### src/rtl/dp_control_unit_if.sv
// Handshake and datapath-control bundle between dp_control_unit and its
// surroundings. The controller uses the slave view; whoever owns start/stall
// and the datapath flags uses the master view.
interface dp_control_unit_if;
  // handshake
  logic       start;
  logic       stall;
  logic       busy;
  logic       done;
  logic [3:0] iter_cnt;
  // datapath flags
  logic       iLe10;
  logic       aBTb;
  // datapath controls
  logic       RFSrcMuxSel;
  logic [2:0] readAddr1;
  logic [2:0] readAddr2;
  logic [2:0] writeAddr;
  logic       writeEn;
  logic       outBuf;
  logic [2:0] aluOP;

  modport slave (
    input  start, stall, iLe10, aBTb,
    output RFSrcMuxSel, readAddr1, readAddr2, writeAddr, writeEn, outBuf,
           aluOP, busy, done, iter_cnt
  );

  modport master (
    output start, stall, iLe10, aBTb,
    input  RFSrcMuxSel, readAddr1, readAddr2, writeAddr, writeEn, outBuf,
           aluOP, busy, done, iter_cnt
  );
endinterface

### src/rtl/dp_control_unit.sv
// Moore controller sequencing the register-file/ALU datapath to accumulate
// 1+2+...+10. Register map: R0 = 0 (hardwired), R1 = i, R2 = sum, R3 = 1.
// Controls are decoded from the state register; stall freezes the FSM and
// masks every side effect (RF write, output load, done pulse).
module dp_control_unit #(
  parameter int LIMIT_ITERS = 10
) (
  input  logic               clk,
  input  logic               reset,   // asynchronous, active low
  dp_control_unit_if.slave   bus
);

  // The iteration counter is 4 bits wide; refuse a limit it cannot hold.
  if (LIMIT_ITERS < 1 || LIMIT_ITERS > 15) begin : g_limit_check
    $error("LIMIT_ITERS does not fit the 4-bit iteration counter");
  end

  localparam logic [2:0] ALU_ADD = 3'b000;
  localparam logic [2:0] R_ZERO  = 3'd0;
  localparam logic [2:0] R_I     = 3'd1;
  localparam logic [2:0] R_SUM   = 3'd2;
  localparam logic [2:0] R_ONE   = 3'd3;

  typedef enum logic [3:0] {
    S_IDLE     = 4'd0,
    S_INIT_SUM = 4'd1,
    S_INIT_I   = 4'd2,
    S_INIT_ONE = 4'd3,
    S_CMP      = 4'd4,
    S_ADD      = 4'd5,
    S_INC      = 4'd6,
    S_OUT      = 4'd7,
    S_DONE     = 4'd8
  } state_e;

  state_e     state_q, state_d;
  logic [3:0] iter_cnt_q, iter_cnt_d;

  logic       sel_s;
  logic [2:0] ra1_s, ra2_s, wa_s, op_s;
  logic       we_s, ob_s, busy_s, done_s;

  // aBTb is part of the datapath contract but this sequence never branches on it
  logic       unused_abtb_s;
  assign unused_abtb_s = bus.aBTb;

  // True for the nine encodings the FSM actually uses.
  function automatic logic state_is_legal(input state_e s);
    logic legal;
    case (s)
      S_IDLE, S_INIT_SUM, S_INIT_I, S_INIT_ONE, S_CMP,
      S_ADD, S_INC, S_OUT, S_DONE: legal = 1'b1;
      default:                     legal = 1'b0;
    endcase
    return legal;
  endfunction

  // State and iteration counter registers, cleared asynchronously.
  always_ff @(posedge clk or negedge reset) begin
    if (!reset) begin
      state_q    <= S_IDLE;
      iter_cnt_q <= 4'd0;
    end else begin
      state_q    <= state_d;
      iter_cnt_q <= iter_cnt_d;
    end
  end

  // Next-state and counter update; a stall holds everything in place.
  always_comb begin
    state_d    = state_q;
    iter_cnt_d = iter_cnt_q;
    if (bus.stall && state_is_legal(state_q)) begin
      state_d    = state_q;
      iter_cnt_d = iter_cnt_q;
    end else begin
      case (state_q)
        S_IDLE: begin
          if (bus.start) begin
            state_d    = S_INIT_SUM;
            iter_cnt_d = 4'd0;
          end else begin
            state_d    = S_IDLE;
          end
        end
        S_INIT_SUM: state_d = S_INIT_I;
        S_INIT_I:   state_d = S_INIT_ONE;
        S_INIT_ONE: state_d = S_CMP;
        S_CMP: begin
          if (bus.iLe10) begin
            state_d = S_ADD;
          end else begin
            state_d = S_DONE;
          end
        end
        S_ADD:      state_d = S_INC;
        S_INC:      state_d = S_OUT;
        S_OUT: begin
          state_d    = S_CMP;
          iter_cnt_d = iter_cnt_q + 4'd1;
        end
        S_DONE:     state_d = S_IDLE;
        default:    state_d = S_IDLE;
      endcase
    end
  end

  // Moore decode of datapath controls; stall masks the side-effect strobes.
  always_comb begin
    sel_s  = 1'b0;
    ra1_s  = R_ZERO;
    ra2_s  = R_ZERO;
    wa_s   = R_ZERO;
    op_s   = ALU_ADD;
    we_s   = 1'b0;
    ob_s   = 1'b0;
    busy_s = 1'b1;
    done_s = 1'b0;
    case (state_q)
      S_IDLE: busy_s = 1'b0;
      S_INIT_SUM: begin          // R2 <= R0 + R0
        wa_s = R_SUM;
        we_s = 1'b1;
      end
      S_INIT_I: begin            // R1 <= 1
        sel_s = 1'b1;
        wa_s  = R_I;
        we_s  = 1'b1;
      end
      S_INIT_ONE: begin          // R3 <= 1
        sel_s = 1'b1;
        wa_s  = R_ONE;
        we_s  = 1'b1;
      end
      S_CMP: ra1_s = R_I;        // iLe10 evaluates i
      S_ADD: begin               // R2 <= R2 + R1
        ra1_s = R_SUM;
        ra2_s = R_I;
        wa_s  = R_SUM;
        we_s  = 1'b1;
      end
      S_INC: begin               // R1 <= R1 + R3
        ra1_s = R_I;
        ra2_s = R_ONE;
        wa_s  = R_I;
        we_s  = 1'b1;
      end
      S_OUT: begin               // running sum to outPort
        ra1_s = R_SUM;
        ob_s  = 1'b1;
      end
      S_DONE: begin              // final sum reloaded, completion pulse
        ra1_s  = R_SUM;
        ob_s   = 1'b1;
        done_s = 1'b1;
      end
      default: busy_s = 1'b0;
    endcase
    if (bus.stall) begin
      we_s   = 1'b0;
      ob_s   = 1'b0;
      done_s = 1'b0;
    end else begin
      we_s   = we_s;
      ob_s   = ob_s;
      done_s = done_s;
    end
  end

  assign bus.RFSrcMuxSel = sel_s;
  assign bus.readAddr1   = ra1_s;
  assign bus.readAddr2   = ra2_s;
  assign bus.writeAddr   = wa_s;
  assign bus.aluOP       = op_s;
  assign bus.writeEn     = we_s;
  assign bus.outBuf      = ob_s;
  assign bus.busy        = busy_s;
  assign bus.done        = done_s;
  assign bus.iter_cnt    = iter_cnt_q;

endmodule

### src/flat_wrapper.sv
// flat-port wrapper written by rule: the top's interface ports become plain ports
module dp_control_unit_flat 
#(
  parameter int LIMIT_ITERS = 10
)
  (clk, reset, bus_start, bus_stall, bus_iLe10, bus_aBTb, bus_RFSrcMuxSel, bus_readAddr1, bus_readAddr2, bus_writeAddr, bus_writeEn, bus_outBuf, bus_aluOP, bus_busy, bus_done, bus_iter_cnt);
  dp_control_unit_if bus_i ();
  input  logic clk;
  input  logic reset;
  input wire logic [$bits(bus_i.start)-1:0] bus_start;
  input wire logic [$bits(bus_i.stall)-1:0] bus_stall;
  input wire logic [$bits(bus_i.iLe10)-1:0] bus_iLe10;
  input wire logic [$bits(bus_i.aBTb)-1:0] bus_aBTb;
  output wire logic [$bits(bus_i.RFSrcMuxSel)-1:0] bus_RFSrcMuxSel;
  output wire logic [$bits(bus_i.readAddr1)-1:0] bus_readAddr1;
  output wire logic [$bits(bus_i.readAddr2)-1:0] bus_readAddr2;
  output wire logic [$bits(bus_i.writeAddr)-1:0] bus_writeAddr;
  output wire logic [$bits(bus_i.writeEn)-1:0] bus_writeEn;
  output wire logic [$bits(bus_i.outBuf)-1:0] bus_outBuf;
  output wire logic [$bits(bus_i.aluOP)-1:0] bus_aluOP;
  output wire logic [$bits(bus_i.busy)-1:0] bus_busy;
  output wire logic [$bits(bus_i.done)-1:0] bus_done;
  output wire logic [$bits(bus_i.iter_cnt)-1:0] bus_iter_cnt;
  assign bus_i.start = bus_start;
  assign bus_i.stall = bus_stall;
  assign bus_i.iLe10 = bus_iLe10;
  assign bus_i.aBTb = bus_aBTb;
  assign bus_RFSrcMuxSel = bus_i.RFSrcMuxSel;
  assign bus_readAddr1 = bus_i.readAddr1;
  assign bus_readAddr2 = bus_i.readAddr2;
  assign bus_writeAddr = bus_i.writeAddr;
  assign bus_writeEn = bus_i.writeEn;
  assign bus_outBuf = bus_i.outBuf;
  assign bus_aluOP = bus_i.aluOP;
  assign bus_busy = bus_i.busy;
  assign bus_done = bus_i.done;
  assign bus_iter_cnt = bus_i.iter_cnt;
  dp_control_unit #(.LIMIT_ITERS(LIMIT_ITERS)) u_core (.clk(clk), .reset(reset), .bus(bus_i));
endmodule
### config.mk
export PLATFORM = sky130hd
export DESIGN_NAME = dp_control_unit_flat
export DESIGN_NICKNAME = d
export VERILOG_FILES = /design/src/rtl/dp_control_unit_if.sv /design/src/rtl/dp_control_unit.sv /design/src/flat_wrapper.sv
export SDC_FILE = /design/constraint.sdc
export NUM_CORES = 1
export LEC_CHECK = 0
export CAP_MARGIN = 20
export CORE_MARGIN = 5
export CORE_UTILIZATION = 44
export DETAILED_ROUTE_END_ITERATION = 8
export GPL_ROUTABILITY_DRIVEN = 0
export PLACE_DENSITY_LB_ADDON = 0.25
export SLEW_MARGIN = 10
export SYNTH_ARGS = -nofsm -noshare
export SYNTH_HDL_FRONTEND = slang
export SYNTH_SLANG_ARGS = --single-unit
### constraint.sdc
create_clock -name clk -period 3.5 [get_ports clk]
set_input_delay 0.7 -clock clk [delete_from_list [all_inputs] [get_ports clk]]
set_output_delay 0.7 -clock clk [all_outputs]
set_load 0.03 [all_outputs]
# ---- Word level (Yosys, flattened, before mapping)
# Memories as Yosys holds them, arrays and structs flattened.
# Cells that the tools add are included.
# Widths: inputs -> output; s select.
dict set report totals {
  reg_bits 8
  mem_bits_ro 16
  inputBits 6
  mem_count 1
}
# memory words word_bits read_ports rd_clocked_by_memory_dff wr line
set memory_table {}
lappend memory_table {{(name not given)} 16 1 1 0 0 dp_control_unit.sv:50} ;# case (s)
dict set report op_classes {
  add_sub_neg 1
  n_eq_ne 9
  muxes 16
  bitwise_logic 1
  reduce_logical 13
}
# operator n
set ops {}
lappend ops {{$pmux 4 s7} 1}
lappend ops {{$eq 4x3->1 const B} 4}
lappend ops {{$reduce_or 2->1} 6}
lappend ops {{$mux 1} 9}
lappend ops {{$eq 4x2->1 const B} 2}
lappend ops {{$mux 4} 2}
lappend ops {{$pmux 2 s2} 2}
lappend ops {{$pmux 4 s2} 1}
lappend ops {{$reduce_or 8->1} 1}
lappend ops {{$pmux 2 s3} 1}
lappend ops {{$reduce_or 5->1} 1}
lappend ops {{$add 4x1->4 const B} 1}
lappend ops {{$eq 4x1->1 const B} 1}
lappend ops {{$eq 4x4->1 const B} 1}
lappend ops {{$logic_not 4->1} 1}
lappend ops {{$reduce_and 3->1} 1}
lappend ops {{$reduce_or 3->1} 1}
lappend ops {{$ne 2x2->1 const B} 1}
lappend ops {{$reduce_bool 2->1} 1}
lappend ops {{$logic_and 1x1->1} 1}
lappend ops {{$not 1->1} 1}

# ---- Logic depth before layout (Yosys ltp)
dict set report depth {
  word_depth 4
  depth_mapped 4
  depth_no_buf 3
}

# ---- Worst setup path after synthesis
# Ideal clock, no wire load.
dict set report synth_path {
  kind {in2out}
  from {input port bus_stall}
  to {output port bus_writeEn}
  arrival_ns 1.877
  t_required_ns 2.800
  path_slack_ns 0.923
  path_stages 2
  path_cell_list {clkbuf_1 -> nor4_1}
}
dict set report synth_via {
  elab_chain_len 1
}
# item line
set synth_rtl {}
lappend synth_rtl {{start, declared} flat_wrapper.sv:11} ;# input wire logic [$bits(bus_i.stall)-1:0] bus_stall;
lappend synth_rtl {{$mux 1} dp_control_unit.sv:159} ;# if (bus.stall) begin
lappend synth_rtl {{end, declared} flat_wrapper.sv:18} ;# output wire logic [$bits(bus_i.writeEn)-1:0] bus_writeEn;
# Every way passes these cells.

# ---- Worst setup path after layout
# Ends and elaborated chain as after synthesis.

==> out/metrics.yaml <==
logic_synthesis:
  synth.most_common_cell: "dfrtp_1"
  avgSynthCellArea_um2: 8.61
  synth_common_cells: "dfrtp_1, buf_4, nor2_1, nor3_1, nand2_1"
  synth_ff_type: "dfrtp_1"
  ys_top_cells_by_area: "dfrtp_1, buf_4, nor2_1, xnor2_1, nor3_1"
  synthArstFlopShare_pct: 100
  synth-seq-cells: 8
  yosys.area.top_type: "dfrtp_1"
  synth_top_cell_area_share_pct: 30.6
  synth_area_um2: 654
  synth-edff-count: 0
  yosys_warnings: 0
  ys_seq_area_share_pct: 30.6
  syn_inst: 76
  ys_types: 38
critical_path:
  cp_top_family: "buffers and inverters"
  critPathSlowestCell: "clkdlybuf4s50_1"
  required_ps: 2800
  start_kind: "input pin"
  max_stage_delay_ps: 720
  r2r_start: "u_core.state_q[0]$_DFFE_PN0N_"
  worstPathMaxFanout: 2
  worstSetupPathType: "in2out"
  r2r_slack_ps: 1980
  worstRegToRegCells: 3
  crit_path_end_kind: "output pin"
  path_buf_inv: 2
  crit_arrival_ps: 2150
  cpMostUsedCell: "clkdlybuf4s50_1"
  cp_cell_sequence: "clkdlybuf4s50_1 -> nor4_1 -> clkdlybuf4s50_1"
  worstReg2RegEnd: "u_core.bus.iter_cnt[2]$_DFFE_PN0P_"
die:
  dieWidth_um: 48.6
  row_count: 14
  die_h_um: 48.6
  die_area_mm2: 0.00236
  coreArea_mm2: 0.00145
  io_pins: 27
  start_util_pct: 45.0
sta:
  setup_viol: 0
  fin_crit_ps: 2850
  finalWorstSetupSlack_ps: 647
  setup_tns_ps: 0
  fmax_ghz: 0.351
  slew_headroom_pct: 65.0
  tightest_slew_ps: 526
  slew_viol_final: 0
  finalCritPeriodShare_pct: 81.5
  rsz0062_at_grt: "false"
  finClkSkew_ps: 6.89
  hold_viol_final: 0
clock_tree:
  cts.repair.resized: 0
  cts_max_level: 1
  cts_sinks: 8
  post_cts_buffers: 0
  clock_path_buffers: 2
  clockRootBuffer: "clkbuf_4"
  cts_hold_buf: 0
  clock_latency_ps: 260
  cts.clk_slew.worst_paths_ps: 50
  tritoncts: "yes"
  cts_buffers: 3
final_layout:
  antenna_cells: 0
  final_cells: 109
  synthToLayoutAreaGrowth_pct: 27.7
  final_nets: 102
  drive_gt1_share_pct: 8.60
placement:
  post-place-ws_ps: 636
  dp_cells: 106
  portBuffers: 19
  dp_hpwl_um: 1040
detailed_routing:
  ant_nets: 0
  vias: 586
  drt_iter0_drc: 8
  routed_via_density: 5.38
  wl_per_cell_um: 13.3
  remaining_drc_errors: 0
  first_pass_iters: 4
  drt_wl_total_um: 1450
power_and_ir_drop:
  clockPowerShare_pct: 10.4
  power_leakage_nw: 0.360
  ir_worst_vdd_mv: 0.389
  p_seq_share_pct: 29.3
  swShare_pct: 50.1
  powerDensity_mw_per_mm2: 853
  switchingPower_mw: 0.357
  finalPower_mw: 0.713
  power_frac_comb_pct: 60.3
  internal_power_mw: 0.356
outcome:
  status: "completed"
worst_hold_path:
  hold_start: "u_core.bus.iter_cnt[1]$_DFFE_PN0P_"
  holdPathStages: 1
  hp-class: "reg2reg"
  worstHoldEndpoint: "u_core.bus.iter_cnt[1]$_DFFE_PN0P_"
job:
  drv_cap: 0
grt:
  antenna_found_initial: 0
  grt_use_total_pct: 13.7
  grt_pass1_vias: 590
  grt_start_max_net_pins: 17
  gr-total-overflow: 0
  grt_pass1_wl_um: 2630
power by group through the flow:
stage / logic, mW / registers [mW] / clock network [mW]
2_1_floorplan: 0.328 / 0.181 / 0
3_3_place_gp: 0.428 / 0.210 / 0
3_5_place_dp: 0.433 / 0.210 / 0
4_1_cts: 0.434 / 0.209 / 0.0744
5_1_grt: 0.460 / 0.219 / 0.0843
6_report: 0.430 / 0.209 / 0.0740
cells by family (layout without fill, tap and decap cells):
logic type | Yosys count | count (layout) | synth area share [%]
and+or+nand+nor | 32 | 32 | 29.8
buffers and inverters | 15 | 27 | 14.1
AOI/OAI and AO/OA | 14 | 14 | 15.7
DFF | 8 | 8 | 30.6
xor gates and xnor gates | 3 | 3 | 4.02
muxes | 2 | 2 | 3.25
adders and majority gates | 1 | 1 | 1.91
other | 1 | 6 | 0.573
placed cells by master (no fill, tap or decap), types with 2 or more instances in the layout:
cell type        netlist  final
and4b_1                2      2
clkbuf_4               0      3
nand2_1                4      4
nor3_1                 5      5
nor2b_1                2      2
dfrtp_1                8      8
nand3_1                2      2
inv_1                  3      3
a22o_1                 2      2
nor2_1                 7      7
clkdlybuf4s50_1        0     19
a21oi_1                3      3
conb_1                 1      6
xnor2_1                3      3
and3_1                 2      2
final cells by class:
cell class              count  area (um2)
clock buffers               3        22.5
inverters                   4        15.0
fillers                   132         618
repair buffers             20         198
flip-flops and latches      8         200
well taps                  16        20.0
multi-input cells          58         380
worst max-delay path by stage:
stage	slack, ps	startpoint	end	cells past startpoint
floorplan	920	bus_stall	bus_writeEn	2
global placement	640	bus_stall	bus_writeEn	3
detailed placement	640	bus_stall	bus_writeEn	3
CTS	640	bus_stall	bus_writeEn	3
global route	550	u_core.state_q[2]$_DFFE_PN0N_	bus_writeAddr[0]	4
finish	650	bus_stall	bus_writeEn	3
sequential cells by signal, summed over array words and instances (netlist names):
signal,count
u_core.bus.iter_cnt,4
u_core.state_q,4
through the flow:
stage               instance area, um2  utilization, %  hold slack [ps]
floorplan                          673               -              404
finish                             836            57.5              588
CTS                                836            57.5              592
detailed placement                 813            55.9              567
global route                       836            57.5              625
global placement                   813            55.9              569
worst register-to-register path, stage by stage, from the launching register on:
cell and delay (ps):
dfrtp_1 670, and3_1 340, o221ai_1 150, a22o_1 260
routing by layer:
metal | vias up | routed length [um] | share of wire [%] | global-route usage (%)
met2 | 22 | 683 | 47 | 23.3
met3 | 4 | 100 | 6.9 | 3.68
met1 | 264 | 641 | 44 | 15.6
met4 | 0 | 29 | 2.0 | 6.73
li1 | 296 | - | - | -
met5 | - | 0 | 0 | 0
(Power assumes the default switching activity.)
